<file path="config.mk">
export PLATFORM = sky130hd
export DESIGN_NAME = counter_cmd_seq_flat
export DESIGN_NICKNAME = d
export VERILOG_FILES = /design/src/rtl/counter_cmd_seq_if.sv /design/src/rtl/counter_cmd_seq.sv /design/src/flat_wrapper.sv
export SDC_FILE = /design/constraint.sdc
export NUM_CORES = 1
export LEC_CHECK = 0
export BUFFER_PORTS_ARGS = -buffer_cell sky130_fd_sc_hd__buf_2
export CAP_MARGIN = 10
export CORE_AREA = 2 2 54 56
export CTS_BUF_LIST = sky130_fd_sc_hd__clkbuf_2
export DETAILED_ROUTE_END_ITERATION = 8
export DIE_AREA = 0 0 56 58
export PLACE_DENSITY = 0.74
export SLEW_MARGIN = 40
export SYNTH_ARGS = -nofsm -noshare
export SYNTH_HDL_FRONTEND = slang
export SYNTH_SLANG_ARGS = --single-unit
</file>
<file path="constraint.sdc">
create_clock -name clk -period 1.8 [get_ports clk]
set_input_delay 0 -clock clk [delete_from_list [all_inputs] [get_ports clk]]
set_output_delay 0 -clock clk [all_outputs]
set_load 0.1 [all_outputs]
</file>
<file path="src/rtl/counter_cmd_seq_if.sv">
// ============================================================================
// counter_cmd_seq_if : command handshake bus {op, data, dwell} for counter_cmd_seq
// Rev 1.0
// ============================================================================
`default_nettype none

interface counter_cmd_seq_if #(
   parameter int WIDTH   = 8,
   parameter int DWELL_W = 8
);
   logic               cmd_valid;
   logic               cmd_ready;
   logic [1:0]         cmd_op;
   logic [WIDTH-1:0]   cmd_data;
   logic [DWELL_W-1:0] cmd_dwell;

   modport master (
      output cmd_valid,
      output cmd_op,
      output cmd_data,
      output cmd_dwell,
      input  cmd_ready
   );

   modport slave (
      input  cmd_valid,
      input  cmd_op,
      input  cmd_data,
      input  cmd_dwell,
      output cmd_ready
   );
endinterface

`default_nettype wire

</file>
<file path="src/rtl/counter_cmd_seq.sv">
// ============================================================================
// counter_cmd_seq : sequences {op, data, dwell} commands into counter is_up/load/in
// controls; define COUNTER_CMD_FIFO_EN to insert a FIFO_DEPTH-entry command FIFO.
// Rev 1.0
// ============================================================================
`default_nettype none

module counter_cmd_seq #(
   parameter int WIDTH      = 8,
   parameter int DWELL_W    = 8,
   parameter int FIFO_DEPTH = 4
) (
   input  wire logic             clk,
   input  wire logic             rst,
   counter_cmd_seq_if.slave      cmd,
   output logic                  is_up_o,
   output logic                  load_o,
   output logic [WIDTH-1:0]      in_o,
   output logic                  busy_o,
   output logic                  done_o
);

   localparam logic [1:0] c_OP_LOAD = 2'b00;
   localparam logic [1:0] c_OP_UP   = 2'b01;
   localparam logic [1:0] c_OP_DOWN = 2'b10;

   localparam logic [0:0] c_S_IDLE  = 1'b0;
   localparam logic [0:0] c_S_EXEC  = 1'b1;

   logic [0:0]         state_q, state_d;
   logic [DWELL_W-1:0] rem_q, rem_d;
   logic               is_up_q, is_up_d;
   logic               load_q, load_d;
   logic [WIDTH-1:0]   in_q, in_d;
   logic               busy_q, busy_d;
   logic               done_q, done_d;

   logic               w_last;
   logic               w_can_start;
   logic               w_start;
   logic [1:0]         w_op;
   logic [WIDTH-1:0]   w_data;
   logic [DWELL_W-1:0] w_dwell;
   logic [DWELL_W-1:0] w_dwell_eff;

   assign w_last      = (state_q == c_S_EXEC) && (rem_q == DWELL_W'(1));
   assign w_can_start = (state_q == c_S_IDLE) || w_last;

`ifdef COUNTER_CMD_FIFO_EN
   localparam int c_PTR_W   = (FIFO_DEPTH > 1) ? $clog2(FIFO_DEPTH) : 1;
   localparam int c_CNT_W   = c_PTR_W + 1;
   localparam int c_ENTRY_W = 2 + WIDTH + DWELL_W;

   logic [c_ENTRY_W-1:0] fifo_mem_q [FIFO_DEPTH];
   logic [c_PTR_W-1:0]   wr_ptr_q;
   logic [c_PTR_W-1:0]   rd_ptr_q;
   logic [c_CNT_W-1:0]   count_q;
   logic                 w_full;
   logic                 w_empty;
   logic                 w_push;
   logic                 w_pop;

   assign w_full        = (count_q == c_CNT_W'(FIFO_DEPTH));
   assign w_empty       = (count_q == '0);
   assign cmd.cmd_ready = rst & ~w_full;
   assign w_push        = cmd.cmd_valid & cmd.cmd_ready;
   assign w_pop         = w_can_start & ~w_empty;

   always_ff @(posedge clk) begin
      if (!rst) begin
         wr_ptr_q <= '0;
         rd_ptr_q <= '0;
         count_q  <= '0;
      end else begin
         if (w_push) wr_ptr_q <= wr_ptr_q + c_PTR_W'(1);
         if (w_pop)  rd_ptr_q <= rd_ptr_q + c_PTR_W'(1);
         count_q <= count_q + c_CNT_W'(w_push) - c_CNT_W'(w_pop);
      end
   end

   // Storage needs no reset: an entry is only read after it has been written.
   always_ff @(posedge clk) begin
      if (w_push) begin
         fifo_mem_q[wr_ptr_q] <= {cmd.cmd_op, cmd.cmd_data, cmd.cmd_dwell};
      end
   end

   assign {w_op, w_data, w_dwell} = fifo_mem_q[rd_ptr_q];
   assign w_start = w_pop;
`else
   logic w_ready;

   assign w_ready       = rst & w_can_start;
   assign cmd.cmd_ready = w_ready;
   assign w_start       = cmd.cmd_valid & w_ready;
   assign w_op          = cmd.cmd_op;
   assign w_data        = cmd.cmd_data;
   assign w_dwell       = cmd.cmd_dwell;
`endif

   assign w_dwell_eff = (w_dwell == '0) ? DWELL_W'(1) : w_dwell;

   always_ff @(posedge clk) begin
      if (!rst) begin
         state_q <= c_S_IDLE;
         rem_q   <= '0;
      end else begin
         state_q <= state_d;
         rem_q   <= rem_d;
      end
   end

   always_comb begin
      state_d = state_q;
      rem_d   = rem_q;
      case (state_q)
         c_S_IDLE: begin
            if (w_start) begin
               state_d = c_S_EXEC;
               rem_d   = w_dwell_eff;
            end
         end
         c_S_EXEC: begin
            if (w_start) begin
               rem_d = w_dwell_eff;
            end else if (w_last) begin
               state_d = c_S_IDLE;
               rem_d   = '0;
            end else begin
               rem_d = rem_q - DWELL_W'(1);
            end
         end
         default: begin
            state_d = c_S_IDLE;
            rem_d   = '0;
         end
      endcase
   end

   // Controls change only at command boundaries and otherwise hold.
   always_comb begin
      is_up_d = is_up_q;
      load_d  = load_q;
      in_d    = in_q;
      busy_d  = busy_q;
      done_d  = 1'b0;
      if (w_last) begin
         load_d = 1'b0;
         busy_d = 1'b0;
         done_d = 1'b1;
      end
      if (w_start) begin
         busy_d = 1'b1;
         load_d = (w_op == c_OP_LOAD);
         if (w_op == c_OP_LOAD) in_d    = w_data;
         if (w_op == c_OP_UP)   is_up_d = 1'b1;
         if (w_op == c_OP_DOWN) is_up_d = 1'b0;
      end
   end

   always_ff @(posedge clk) begin
      if (!rst) begin
         is_up_q <= 1'b0;
         load_q  <= 1'b0;
         in_q    <= '0;
         busy_q  <= 1'b0;
         done_q  <= 1'b0;
      end else begin
         is_up_q <= is_up_d;
         load_q  <= load_d;
         in_q    <= in_d;
         busy_q  <= busy_d;
         done_q  <= done_d;
      end
   end

   assign is_up_o = is_up_q;
   assign load_o  = load_q;
   assign in_o    = in_q;
   assign busy_o  = busy_q;
   assign done_o  = done_q;

endmodule

`default_nettype wire
</file>
<file path="src/flat_wrapper.sv">
// flat-port wrapper written by rule: the top's interface ports become plain ports
module counter_cmd_seq_flat 
#(
   parameter int WIDTH      = 8,
   parameter int DWELL_W    = 8,
   parameter int FIFO_DEPTH = 4
)
  (clk, rst, is_up_o, load_o, in_o, busy_o, done_o, cmd_cmd_valid, cmd_cmd_op, cmd_cmd_data, cmd_cmd_dwell, cmd_cmd_ready);
  counter_cmd_seq_if #(.WIDTH(WIDTH), .DWELL_W(DWELL_W)) cmd_i ();
  input  wire logic clk;
  input  wire logic rst;
  output logic is_up_o;
  output logic load_o;
  output logic [WIDTH-1:0] in_o;
  output logic busy_o;
  output logic done_o;
  input wire logic [$bits(cmd_i.cmd_valid)-1:0] cmd_cmd_valid;
  input wire logic [$bits(cmd_i.cmd_op)-1:0] cmd_cmd_op;
  input wire logic [$bits(cmd_i.cmd_data)-1:0] cmd_cmd_data;
  input wire logic [$bits(cmd_i.cmd_dwell)-1:0] cmd_cmd_dwell;
  output wire logic [$bits(cmd_i.cmd_ready)-1:0] cmd_cmd_ready;
  assign cmd_i.cmd_valid = cmd_cmd_valid;
  assign cmd_i.cmd_op = cmd_cmd_op;
  assign cmd_i.cmd_data = cmd_cmd_data;
  assign cmd_i.cmd_dwell = cmd_cmd_dwell;
  assign cmd_cmd_ready = cmd_i.cmd_ready;
  counter_cmd_seq #(.WIDTH(WIDTH), .DWELL_W(DWELL_W), .FIFO_DEPTH(FIFO_DEPTH)) u_core (.clk(clk), .rst(rst), .cmd(cmd_i), .is_up_o(is_up_o), .load_o(load_o), .in_o(in_o), .busy_o(busy_o), .done_o(done_o));
endmodule
</file>
==> results.json <==
{
  "yosys.area.top_type": "dfxtp_1",
  "arrival_ps": 1770,
  "io_buffers": 33,
  "powerDensity_mw_per_mm2": 739.9,
  "cp-start-kind": "flop",
  "combPwrFrac_pct": 36.0,
  "status": "completed",
  "h-tree-depth": 1,
  "synthesis.nets": 162,
  "track_usage_pct": 20.96,
  "cts_buffers": 3,
  "worstPathRequired_ps": 1800,
  "layoutNonFillerInstCount": 220,
  "cp_num_buf_inv": 3,
  "p_clk_share_pct": 18.2,
  "intPower_uw": 726.9,
  "drtPass1Iterations": 4,
  "drtIter0Drc": 43,
  "max_stage_delay_ps": 390,
  "p_sw_share_pct": 38.75,
  "ys_seq_area_share_pct": 36.09,
  "path_clk_slew_ps": 220,
  "rsz0062_at_grt": "true",
  "layout-area-overhead-vs-synth_pct": 37.70,
  "via_per_inst": 5.700,
  "grt_pass1_vias": 1200,
  "power_switching_uw": 460.0,
  "nNetsFinal": 215,
  "antenna_found_initial": 0,
  "vdd_drop_max_mv": 0.6664,
  "core_area_sq_mm": 0.002663,
  "yosysUniqueCellTypes": 41,
  "p_leak_uw": 0.0006958,
  "rrSetupSlack_ps": 90,
  "start_util_pct": 43.75,
  "yosys_warnings": 0,
  "grt_pass1_wl_um": 5457,
  "hpwl_um": 2107,
  "detail-route-antenna-nets": 0,
  "crit_path_end_kind": "output pin",
  "yosysTopAreaCellShare_pct": 36.09,
  "clock_latency_ps": 350,
  "period_share_pct": 98.11,
  "diodes": 0,
  "syn_area_sq_mm": 0.001165,
  "pre_cts_ws_ps": 42.27,
  "cp_cell_sequence": "inv_2, ha_4, nor3b_4, a21bo_4, buf_6, and2_4, buf_12",
  "cts_sinks": 21,
  "fp.dieW_um": 56,
  "drv_cap": 0,
  "relSlewSlack_pct": 67.51,
  "syn_inst": 137,
  "gp_congestion": 0.8306,
  "worstRegToRegCells": 7,
  "layout_setup_ws_ps": 33.95,
  "hold_path_depth": 4,
  "die-area_sq_mm": 0.003248,
  "routedWlPerCell_um": 15.04,
  "fp-row-count": 19,
  "clock_path_buffers": 2,
  "cp_top_family": "flip-flops",
  "fmax_mhz": 566.2,
  "die_y_um": 58,
  "min_period_ps": 1766,
  "placedCellCount": 196,
  "root_buffer": "clkbuf_2",
  "grt-ovfl-total": 0,
  "worstMarginPinSlew_ps": 490.8,
  "final-hold-violation-count": 0,
  "seqPwrFrac_pct": 45.8,
  "reg2reg_from": "u_core.rem_q[1]$_SDFFE_PN0P_",
  "drc_errors": 0,
  "fin_util_pct": 60.24,
  "synth.avg_cell_area_sq_um": 8.503,
  "yosys_register_bits": 21,
  "setup_viol": 0,
  "drive_above_1_share_pct": 32.80,
  "worstPathMaxFanout": 5,
  "final_max_slew_viol_count": 0,
  "critPathSlowestCell": "dfxtp_2",
  "finClkSkew_ps": 3.274,
  "reg2reg_to": "u_core.load_o$_SDFFE_PN0P_",
  "routed_wl_um": 3309,
  "crit_type": "reg -> out",
  "vias": 1254,
  "worstHoldEndpoint": "u_core.rem_q[0]$_SDFFE_PN0P_",
  "grt_max_degree": 21,
  "yosys-top-cells-area": "dfxtp_1 36%, nand2_1 5.5%, nand3_1 5.2%, a21oi_1 4.3%, ha_1 4.3%",
  "io_pins": 34,
  "cts_tree": "yes",
  "hp-class": "in -> reg",
  "worstHoldStart": "cmd_cmd_dwell[2]"
}
[through the flow]
stage	TNS, ps	instance area [sq um]	hold slack [ps]	total power (uW)
after floorplan	0	1166	119.2	820.2
after global placement	0	1363	214.8	905.2
after detailed placement	0	1363	226.6	917.2
after CTS	0	1559	17.66	1169
after global routing	-25.47	1604	43.80	1244
final	0	1604	27.08	1187
[layout by cell type (no fill, tap or decap), drive strengths merged, types with 3 or more instances in the layout]
cell	synthesis	final
nand2	17	17
inv	6	6
dfxtp	21	21
nand3	12	12
o21ai	10	10
o21a	3	3
a21oi	10	10
dlygate4sd3	0	15
nor2	8	8
clkbuf	4	3
o211ai	3	3
a211oi	3	3
buf	6	43
mux2i	3	3
ha	4	4
[flip-flops by register name (all words and copies together), names as in the netlist]
signal,flops
u_core.is_up_o,1
u_core.in_o,8
u_core.rem_q,8
u_core.load_o,1
u_core.state_q,1
u_core.done_o,1
u_core.busy_o,1
[worst min-delay path: cells and delay by family]
family	cells	cell delay (ps)
buffers and inverters	1	90
AND/OR/NAND/NOR	1	40
AO/OA/AOI/OAI	2	240
[what timing repair did]
action | in CTS | in global routing
setup endpoints to repair | 2 | 10
pin swaps | 1 | 1
hold buffers | 15 | 0
setup buffers | 2 | 4
gates resized for setup | 7 | 4
endpoints found under the hold margin | 15 | 0
[power by group through the flow]
stage / Combinational [uW] / Sequential [uW] / Clock (uW)
final: 427 / 543 / 217
after global routing: 457 / 547 / 240
after global placement: 360 / 545 / 0
after detailed placement: 369 / 548 / 0
after CTS: 406 / 541 / 222
after floorplan: 205 / 616 / 0
[synthesized netlist by cell type]
master and n:
nor2_2 1, nor3b_2 1, or4_1 1, a21bo_4 1
inv_1 6, mux2i_1 3, buf_4 2, and4_1 2
a31o_2 1, a21oi_1 10, and3_1 2, a32oi_1 2
nor4bb_1 1, a221o_1 1, nand4b_1 1, xor2_1 1
nor3_1 1, nand3_1 12, a41o_1 1, nor2_1 7
o21ai_0 10, and2_1 2, nor4b_1 1, clkinv_1 1
nor3b_1 1, a22oi_1 1, a211oi_1 2, ha_1 4
o211ai_1 3, buf_2 3, nor3_2 1, clkbuf_1 4
o21a_1 3, buf_8 1, nor4_1 1, nor4_4 1
a31oi_4 1, dfxtp_1 21, o31a_1 1, nand2_1 17
a211oi_2 1
[per-layer routing]
| layer | share of wire, % | track usage [%] | vias up |
|---|---|---|---|
| met4 | 0.30 | 2.721 | 0 |
| met3 | 5.5 | 4.241 | 2 |
| met1 | 40 | 24.37 | 601 |
| li1 | - | - | 598 |
| met5 | 0 | 0 | - |
| met2 | 54 | 40.67 | 53 |
[layout make-up]
cell class / instances / area, sq um
Clock inverter: 1 / 7.507
Fill cell: 226 / 1059
Tap cell: 31 / 38.79
Timing Repair Buffer: 58 / 409.1
Sequential cell: 21 / 426.7
Multi-Input combinational cell: 99 / 680.7
Inverter: 7 / 26.28
Clock buffer: 3 / 15.01
[cell families after synthesis]
kind of cell / count (synthesis) / share of synthesized area, %
AO/OA/AOI/OAI: 38 / 23.42
XOR/XNOR: 1 / 0.7520
adder cells (fa/ha/maj): 4 / 4.297
buffers and inverters: 17 / 7.409
flip-flops: 21 / 36.09
multiplexers: 3 / 2.578
AND/OR/NAND/NOR: 53 / 25.46
[worst max path at each step]
stage,start,to,slack (ps),cells past startpoint
global placement,u_core.rem_q[1]$_SDFFE_PN0P_,u_core.rem_q[1]$_SDFFE_PN0P_,120,7
CTS,u_core.rem_q[2]$_SDFFE_PN0P_,cmd_cmd_ready,6,5
detailed placement,u_core.rem_q[1]$_SDFFE_PN0P_,u_core.rem_q[1]$_SDFFE_PN0P_,40,7
finish,u_core.rem_q[1]$_SDFFE_PN0P_,cmd_cmd_ready,30,7
floorplan,u_core.rem_q[0]$_SDFFE_PN0P_,cmd_cmd_ready,110,5
global route,u_core.rem_q[1]$_SDFFE_PN0P_,cmd_cmd_ready,-30,7
Note: power is estimated with default switching activity, not from simulation.
